`config.mk`:
```
export PLATFORM = sky130hd
export DESIGN_NAME = fnd_score_display
export DESIGN_NICKNAME = d
export VERILOG_FILES = /design/src/rtl/fnd_score_display.sv
export SDC_FILE = /design/constraint.sdc
export NUM_CORES = 1
export LEC_CHECK = 0
export CAP_MARGIN = 20
export CORE_MARGIN = 2
export CORE_UTILIZATION = 46
export DETAILED_ROUTE_END_ITERATION = 12
export HOLD_SLACK_MARGIN = 0.15
export RECOVER_POWER = 100
export SLEW_MARGIN = 20
export SYNTH_ARGS = -nofsm -noshare
export SYNTH_HDL_FRONTEND = slang
export SYNTH_SLANG_ARGS = --single-unit
```
`constraint.sdc`:
```
create_clock -name iClk -period 4.9 [get_ports iClk]
set_input_delay 1.225 -clock iClk [delete_from_list [all_inputs] [get_ports iClk]]
set_output_delay 1.225 -clock iClk [all_outputs]
set_load 0.005 [all_outputs]
```
`src/rtl/fnd_score_display.sv`:
```
// fnd_score_display: 4-digit multiplexed P1/dash/P2/dice display, blinking fresh dice and winning scores.
// Latency: every output is registered, so it reflects the scan/blink state one clock later. No backpressure.
// Optional FND_DP_EN: lights the decimal point on the dice digit while the dice value is fresh.
module fnd_score_display #(
    parameter int DIGIT_CYCLES = 100000,
    parameter int BLINK_CYCLES = 25000000,
    parameter int HOLD_CYCLES  = 100000000,
    parameter int WIN_SCORE    = 2
) (
    input  logic       iClk,
    input  logic       iRst_n,
    input  logic [2:0] iDice_Val,
    input  logic [1:0] iScore_P1,
    input  logic [1:0] iScore_P2,
    output logic [3:0] oAn,
    output logic [6:0] oSeg,
    output logic       oDP,
    output logic       oDice_Fresh
);
    localparam int SCAN_W  = (DIGIT_CYCLES > 1) ? $clog2(DIGIT_CYCLES) : 1;
    localparam int BLINK_W = (BLINK_CYCLES > 1) ? $clog2(BLINK_CYCLES) : 1;
    localparam int HOLD_W  = $clog2(HOLD_CYCLES + 1);

    localparam logic [SCAN_W-1:0]  SCAN_LAST  = SCAN_W'(DIGIT_CYCLES - 1);
    localparam logic [BLINK_W-1:0] BLINK_LAST = BLINK_W'(BLINK_CYCLES - 1);
    localparam logic [HOLD_W-1:0]  HOLD_LOAD  = HOLD_W'(HOLD_CYCLES);
    localparam logic [2:0]         WIN_L      = 3'(WIN_SCORE);
    localparam logic [6:0]         SEG_DASH   = 7'b0111111;
    localparam logic [6:0]         SEG_BLANK  = 7'b1111111;

    function automatic logic [6:0] seg_code(input logic [2:0] v);
        logic [6:0] s;
        case (v)
            3'd0:    s = 7'b1000000;
            3'd1:    s = 7'b1111001;
            3'd2:    s = 7'b0100100;
            3'd3:    s = 7'b0110000;
            3'd4:    s = 7'b0011001;
            3'd5:    s = 7'b0010010;
            3'd6:    s = 7'b0000010;
            default: s = SEG_BLANK;
        endcase
        return s;
    endfunction

    logic [SCAN_W-1:0]  scan_cnt_q,  scan_cnt_d;
    logic [1:0]         digit_idx_q, digit_idx_d;
    logic [BLINK_W-1:0] blink_cnt_q, blink_cnt_d;
    logic               phase_q,     phase_d;
    logic [HOLD_W-1:0]  hold_cnt_q,  hold_cnt_d;
    logic [2:0]         prev_dice_q, prev_dice_d;
    logic [3:0]         an_q,        an_d;
    logic [6:0]         seg_q,       seg_d;
    logic               dp_q,        dp_d;
    logic               fresh_q,     fresh_d;

    logic dice_valid;
    logic fresh_evt;
    logic hold_active;

    always_comb begin
        dice_valid  = (iDice_Val != 3'd0) && (iDice_Val != 3'd7);
        fresh_evt   = dice_valid && (iDice_Val != prev_dice_q);
        hold_active = (hold_cnt_q != '0);

        scan_cnt_d  = scan_cnt_q + SCAN_W'(1);
        digit_idx_d = digit_idx_q;
        if (scan_cnt_q == SCAN_LAST) begin
            scan_cnt_d  = '0;
            digit_idx_d = digit_idx_q + 2'd1;
        end

        // A fresh dice value restarts the blink so the new digit shows first.
        blink_cnt_d = blink_cnt_q + BLINK_W'(1);
        phase_d     = phase_q;
        if (fresh_evt) begin
            blink_cnt_d = '0;
            phase_d     = 1'b0;
        end else if (blink_cnt_q == BLINK_LAST) begin
            blink_cnt_d = '0;
            phase_d     = ~phase_q;
        end

        hold_cnt_d = hold_cnt_q;
        if (fresh_evt) begin
            hold_cnt_d = HOLD_LOAD;
        end else if (hold_active) begin
            hold_cnt_d = hold_cnt_q - HOLD_W'(1);
        end

        prev_dice_d = iDice_Val;
        fresh_d     = hold_active;

        an_d  = 4'b1111;
        seg_d = SEG_BLANK;
        case (digit_idx_q)
            2'd0: begin
                an_d = 4'b1110;
                if (dice_valid && !(hold_active && phase_q)) seg_d = seg_code(iDice_Val);
            end
            2'd1: begin
                an_d = 4'b1101;
                if (!(({1'b0, iScore_P2} >= WIN_L) && phase_q)) seg_d = seg_code({1'b0, iScore_P2});
            end
            2'd2: begin
                an_d  = 4'b1011;
                seg_d = SEG_DASH;
            end
            default: begin
                an_d = 4'b0111;
                if (!(({1'b0, iScore_P1} >= WIN_L) && phase_q)) seg_d = seg_code({1'b0, iScore_P1});
            end
        endcase

`ifdef FND_DP_EN
        dp_d = ~((digit_idx_q == 2'd0) && hold_active);
`else
        dp_d = 1'b1;
`endif
    end

    always_ff @(posedge iClk or negedge iRst_n) begin
        if (!iRst_n) begin
            scan_cnt_q  <= '0;
            digit_idx_q <= 2'd0;
            blink_cnt_q <= '0;
            phase_q     <= 1'b0;
            hold_cnt_q  <= '0;
            prev_dice_q <= 3'd0;
            an_q        <= 4'b1111;
            seg_q       <= SEG_BLANK;
            dp_q        <= 1'b1;
            fresh_q     <= 1'b0;
        end else begin
            scan_cnt_q  <= scan_cnt_d;
            digit_idx_q <= digit_idx_d;
            blink_cnt_q <= blink_cnt_d;
            phase_q     <= phase_d;
            hold_cnt_q  <= hold_cnt_d;
            prev_dice_q <= prev_dice_d;
            an_q        <= an_d;
            seg_q       <= seg_d;
            dp_q        <= dp_d;
            fresh_q     <= fresh_d;
        end
    end

    assign oAn         = an_q;
    assign oSeg        = seg_q;
    assign oDP         = dp_q;
    assign oDice_Fresh = fresh_q;

endmodule

```
# Word level (Yosys, flattened, before mapping)

Index checks and enable logic that the tools add are counted.
Widths: inputs -> output; s select.

Flip-flop bits (word level): 87
Bits of input ports: 9
Output and inout port bits: 13
Word-level logic and storage cells: 64

$add $sub $neg: 4
Order comparisons: 2
Equality and inequality tests: 18
Muxes and demuxes: 15
Bitwise logic cells: 1
Reductions and logical operators: 15

Operator list:

| kind                  | number |
|---|---|
| $pmux 7 s4            | 2 |
| $mux 27               | 2 |
| $mux 25               | 2 |
| $pmux 7 s7            | 1 |
| $reduce_bool 27->1    | 1 |
| $sub 27x1->27 const B | 1 |
| $add 25x1->25 const B | 1 |
| $eq 25x25->1 const B  | 1 |
| $mux 7                | 3 |
| $pmux 7 s3            | 1 |
| $add 17x1->17 const B | 1 |
| $eq 17x17->1 const B  | 1 |
| $mux 17               | 1 |
| $pmux 4 s3            | 1 |
| $eq 2x2->1 const B    | 5 |
| $eq 3x3->1 const B    | 3 |
| $eq 2x1->1 const B    | 3 |
| $eq 3x2->1 const B    | 2 |
| $logic_and 1x1->1     | 6 |
| $logic_not 2->1       | 3 |
| $ge 2x2->1 const B    | 2 |
| $reduce_bool 2->1     | 2 |
| $eq 3x1->1 const B    | 1 |
| $logic_not 3->1       | 1 |
| other kinds (7)       | 8 |

# Depth between registers and ports, before layout

Depth after elaboration: 6
Mapped depth: 8
Depth with buffers taken out: 7

# Least setup slack after synthesis

Ideal clock, no wire load.

Path type: input to register
Start: in iDice_Val[1]
End: reg blink_cnt_q[1]
Setup time: 0.088 ns
Arrival time: 2.560 ns
Data required time: 4.812 ns
Setup slack: 2.252 ns
Cell stages on the path: 6
Path buffers: 2
Cells stage by stage: clkbuf_1 > or4b_1 > a31oi_1 > a221oi_1 > buf_2 > nor3b_1

Cells in the longest elaborated chain, start to end: 4
Elaborated cells between the ends (all ways): 6
Those cells by class: eq/ne: 2; mux: 1; reduce/logical: 3

RTL lines:

| item                                            | RTL line | RTL |
|---|---|---|
| start: declaration                              | 12       | `input logic [2:0] iDice_Val,` |
| $ne 3x3->1 or $reduce_bool 3->1 (tied branches) | 62       | `dice_valid = (iDice_Val != 3'd0) && (iDice_Val != 3'd7);` |
| $logic_and 1x1->1                               | 62       |  |
| $logic_and 1x1->1 *                             | 63       | `fresh_evt = dice_valid && (iDice_Val != prev_dice_q);` |
| $mux 25 *                                       | 76       | `if (fresh_evt) begin` |
| named net blink_cnt_d[1]                        | 48       | `logic [BLINK_W-1:0] blink_cnt_q, blink_cnt_d;` |
| end signal: assignment                          | 137      | `blink_cnt_q <= blink_cnt_d;` |
| end: declaration                                | 48       |  |

Mark *: on every way through the listed nets, which the timed path passes. The rest lies on a longest branch.
A chain may end at the register's enable or synchronous reset.

# Final worst setup path

Start: in iDice_Val[2]
End: reg hold_cnt_q[16]

Cells in the longest elaborated chain, start to end: 4
Elaborated cells between the ends (all ways): 7
Those cells by class: eq/ne: 2; mux: 1; reduce/logical: 4

RTL lines:

| item                                            | RTL line | RTL |
|---|---|---|
| $ne 3x3->1 or $reduce_bool 3->1 (tied branches) | 62       |  |
| $logic_and 1x1->1                               | 62       |  |
| $logic_and 1x1->1 *                             | 63       |  |
| $mux 27 or $reduce_bool 2->1 (tied branches)    | n/a      |  |
| end signal: assignment                          | 139      | `hold_cnt_q <= hold_cnt_d;` |
| end: declaration                                | 50       | `logic [HOLD_W-1:0] hold_cnt_q, hold_cnt_d;` |

Mark *: on every way between the ends. The rest lies on a longest branch, timed or not.

==> flow_summary.toml <==
[run_status]
outcome = "finished, violations left"
violations = "max-capacitance violations, max-slew violations"

[clocking]
clockRootBuffer = "sky130_fd_sc_hd__clkbuf_8"
clkSlewWorstSetupHoldPaths_ns = 0.09
cts_buffer_depth = 2
cts.sinks = 86
post_cts_resize_count = 0
tritoncts = "built"
hold_buffers = 0
cts.repair_timing.setup_buffer_count = 0
clock_insertion_delay_at_the_later_pin_of_the_skew_report_ns = 0.36
cts_inserted_buffers = 9
h-tree-depth = 3

[critical_path]
crit_required_ns = 5.11
register_to_register_setup_slack_ns = 2.55
number_of_cells_traversed_by_the_worst_register_to_register_path = 7
timing.critical_path.arrival_ns = 3.49
setup.worst_path.start_class = "input port"
r2r-end = "hold_cnt_q[21]"
startpoint_of_the_most_critical_register_to_register_path = "hold_cnt_q[0]"
crit_type = "in -> reg"
crit_path_max_fanout = 12
type_of_destination_of_the_critical_path = "flip-flop"

[sta]
timing.clock.skew_ns = 0.0155
fmax_mhz = 304
final-hold-violation-count = 0
tightestPinTransition_ns = 2.12
timing.max_slew.rel_slack_pct = -41.3
finalSetupViolCount = 0
report.final.slew_viol_count = 87
final.setup.worst_slack_ns = 1.62
period_needed_ns = 3.28
finalCritPeriodShare_pct = 67.0
setup_repair_after_global_routing_missed_its_margin = "no"
fin_setup_tns_ns = 0

[logic_synthesis]
synth_cell_types = 59
synth.yosys.seq_area_share_pct = 48.7
syn_area_um2 = 4440
async_set_or_reset_flop_fraction_in_the_synthesized_netlist_pct = 100
yosys_warnings = 0
synth_seq_cells = 86
netlist_instances = 442
mean_post_synth_cell_area_um2 = 10.1
synthesis.nets = 461
number_of_enable_type_register_cells_in_the_synthesized_netlist = 0
synth_flop_cell = "sky130_fd_sc_hd__dfrtp_1"

[power]
power.density_nw_per_um2 = 312
power_leakage_nw = 1.92
max-vdd-ir-drop_mv = 0.152

[floorplanning]
design.core.area_um2 = 9330
initial_core_util_pct = 47.6
dieHeight_um = 102
rows = 35
die_x_um = 102
die_area_um2 = 10500
io_pins = 22

[final_layout]
sequential_cell_area_um2 = 2160
diodes = 0
fill_cells = 843
leading_cell_type_in_the_layout_fill_and_taps_excluded = "sky130_fd_sc_hd__dfrtp_1"
syn_to_final_growth_pct = 11.8
finalNetCount = 473
layout_common_cells = "sky130_fd_sc_hd__dfrtp_1, sky130_fd_sc_hd__nor2_1, sky130_fd_sc_hd__nor3_1"
finished_layout_cell_area_um2 = 4970
multi_input_logic_area_um2 = 2150
fraction_of_final_layout_cells_with_drive_strength_greater_than_1_pct = 10.2

[placed_design]
placed_cell_area_um2 = 4720
place_congestion = 0.828
place_ws_ns = 1.26
dp_hpwl_mm = 5.61
port-buffer-count = 20

[routing]
detail_route.wl_per_cell_um = 14.4
vias = 3247
firstDrtPassIters = 4
wirelength_mm = 8.48
per_cell_via_count_in_the_routed_design = 5.52
final_antenna_net_count = 0
detail_route.wirelength.met1_mm = 4.22
uppermost_metal_layer_occupied_by_signal_nets = "met4"
wl_met3_um = 241
detailedRoute.firstIterationViolations = 97
drc = 0
wl_met2_mm = 3.94

[grt]
grt.total_usage_pct = 18.0
wire_length_of_the_first_global_routing_pass_mm = 15.0
grt_start_max_net_pins = 87
grt_remaining_overflow = 0
initial_antenna_violation_count = 0
first_global_vias = 3165

[worst_hold_path]
number_of_cells_on_the_worst_hold_path = 1
hold_end = "scan_cnt_q[0]"
hold_path_startpoint = "scan_cnt_q[0]"
min-delay-path-class = "reg -> reg"

[job]
maxCapViolCount = 1
==> cell families after synthesis <==
group	after synthesis	share of synthesized area, %
DFF	86	48.7
adders and majority gates	10	2.82
xor gates and xnor gates	50	9.86
and+or+nand+nor	197	25.2
AOI/OAI and AO/OA	64	9.49
muxes	2	0.507
buffers and inverters	32	3.32
other	1	0.0844
==> worst max path at each step <==
stage / from / end / slack, ns / depth (start not counted)
global route: iDice_Val[2] / hold_cnt_q[16] / 1.46 / 5
finish: iDice_Val[2] / hold_cnt_q[16] / 1.62 / 5
CTS: iDice_Val[2] / hold_cnt_q[16] / 1.65 / 5
floorplan: iDice_Val[1] / blink_cnt_q[1] / 2.25 / 6
detailed placement: iDice_Val[2] / hold_cnt_q[16] / 1.26 / 5
global placement: iDice_Val[2] / hold_cnt_q[16] / 1.31 / 5
==> area by class of cell <==
cell class                 instances  area share (%)
timing repair buffer              21            4.08
clock buffer                      10            2.57
tap                              129            3.25
multi-input combinational        324            43.2
sequential                        86            43.6
inverter                          12           0.907
clock inverter                     6            2.37
==> worst max-delay path, stage by stage <==
cell and delay, ns:
sky130_fd_sc_hd__dlygate4sd3_1 0.71, sky130_fd_sc_hd__or4b_1 0.57, sky130_fd_sc_hd__a31oi_1 0.33, sky130_fd_sc_hd__a221o_1 0.45, sky130_fd_sc_hd__o311ai_0 0.20
==> metrics by stage <==
step,utilization (%),hold slack [ns],total power [W],instances
floorplan,-,0.455,0.000893,442
global placement,50.7,0.474,0.000949,572
detailed placement,50.7,0.484,0.000954,572
CTS,53.3,0.498,0.00157,588
global route,53.3,0.526,0.00163,588
finish,53.3,0.493,0.00155,588
==> sequential cells by signal, summed over array words and instances (netlist names) <==
name	count
oSeg	6
prev_dice_q	3
phase_q	1
blink_cnt_q	25
oAn	4
digit_idx_q	2
scan_cnt_q	17
oDice_Fresh	1
hold_cnt_q	27
==> synthesized netlist by cell type, types with 5 or more instances <==
master / count / share of area (%)
sky130_fd_sc_hd__a21oi_1: 17 / 1.9
sky130_fd_sc_hd__and3_1: 8 / 1.1
sky130_fd_sc_hd__buf_2: 10 / 1.1
sky130_fd_sc_hd__clkbuf_1: 5 / 0.42
sky130_fd_sc_hd__dfrtp_1: 76 / 43
sky130_fd_sc_hd__dfstp_2: 10 / 5.9
sky130_fd_sc_hd__ha_1: 10 / 2.8
sky130_fd_sc_hd__inv_1: 12 / 1.0
sky130_fd_sc_hd__nand2_1: 29 / 2.4
sky130_fd_sc_hd__nand2b_1: 6 / 0.84
sky130_fd_sc_hd__nand3_1: 26 / 2.9
sky130_fd_sc_hd__nand4_1: 14 / 2.0
sky130_fd_sc_hd__nor2_1: 35 / 3.0
sky130_fd_sc_hd__nor3_1: 32 / 3.6
sky130_fd_sc_hd__nor4_1: 5 / 0.70
sky130_fd_sc_hd__o21ai_0: 13 / 1.5
sky130_fd_sc_hd__o31ai_1: 7 / 1.2
sky130_fd_sc_hd__or3_1: 5 / 0.70
sky130_fd_sc_hd__or4_1: 7 / 1.2
sky130_fd_sc_hd__xnor2_1: 22 / 4.3
sky130_fd_sc_hd__xor2_1: 28 / 5.5
==> power breakdown <==
group / total [W] / internal (W) / switching, W
Combinational: 0.000170 / 0.0000686 / 0.000102
Sequential: 0.000767 / 0.000737 / 0.0000301
Clock: 0.000614 / 0.000344 / 0.000270
==> layer usage <==
metal	GRT usage [%]	vias to the layer above
li1	-	1612
met1	24.6	1590
met2	28.7	38
met3	4.65	7
met4	4.92	0
met5	0	-
No activity file was read; power rests on OpenSTA's default activity.
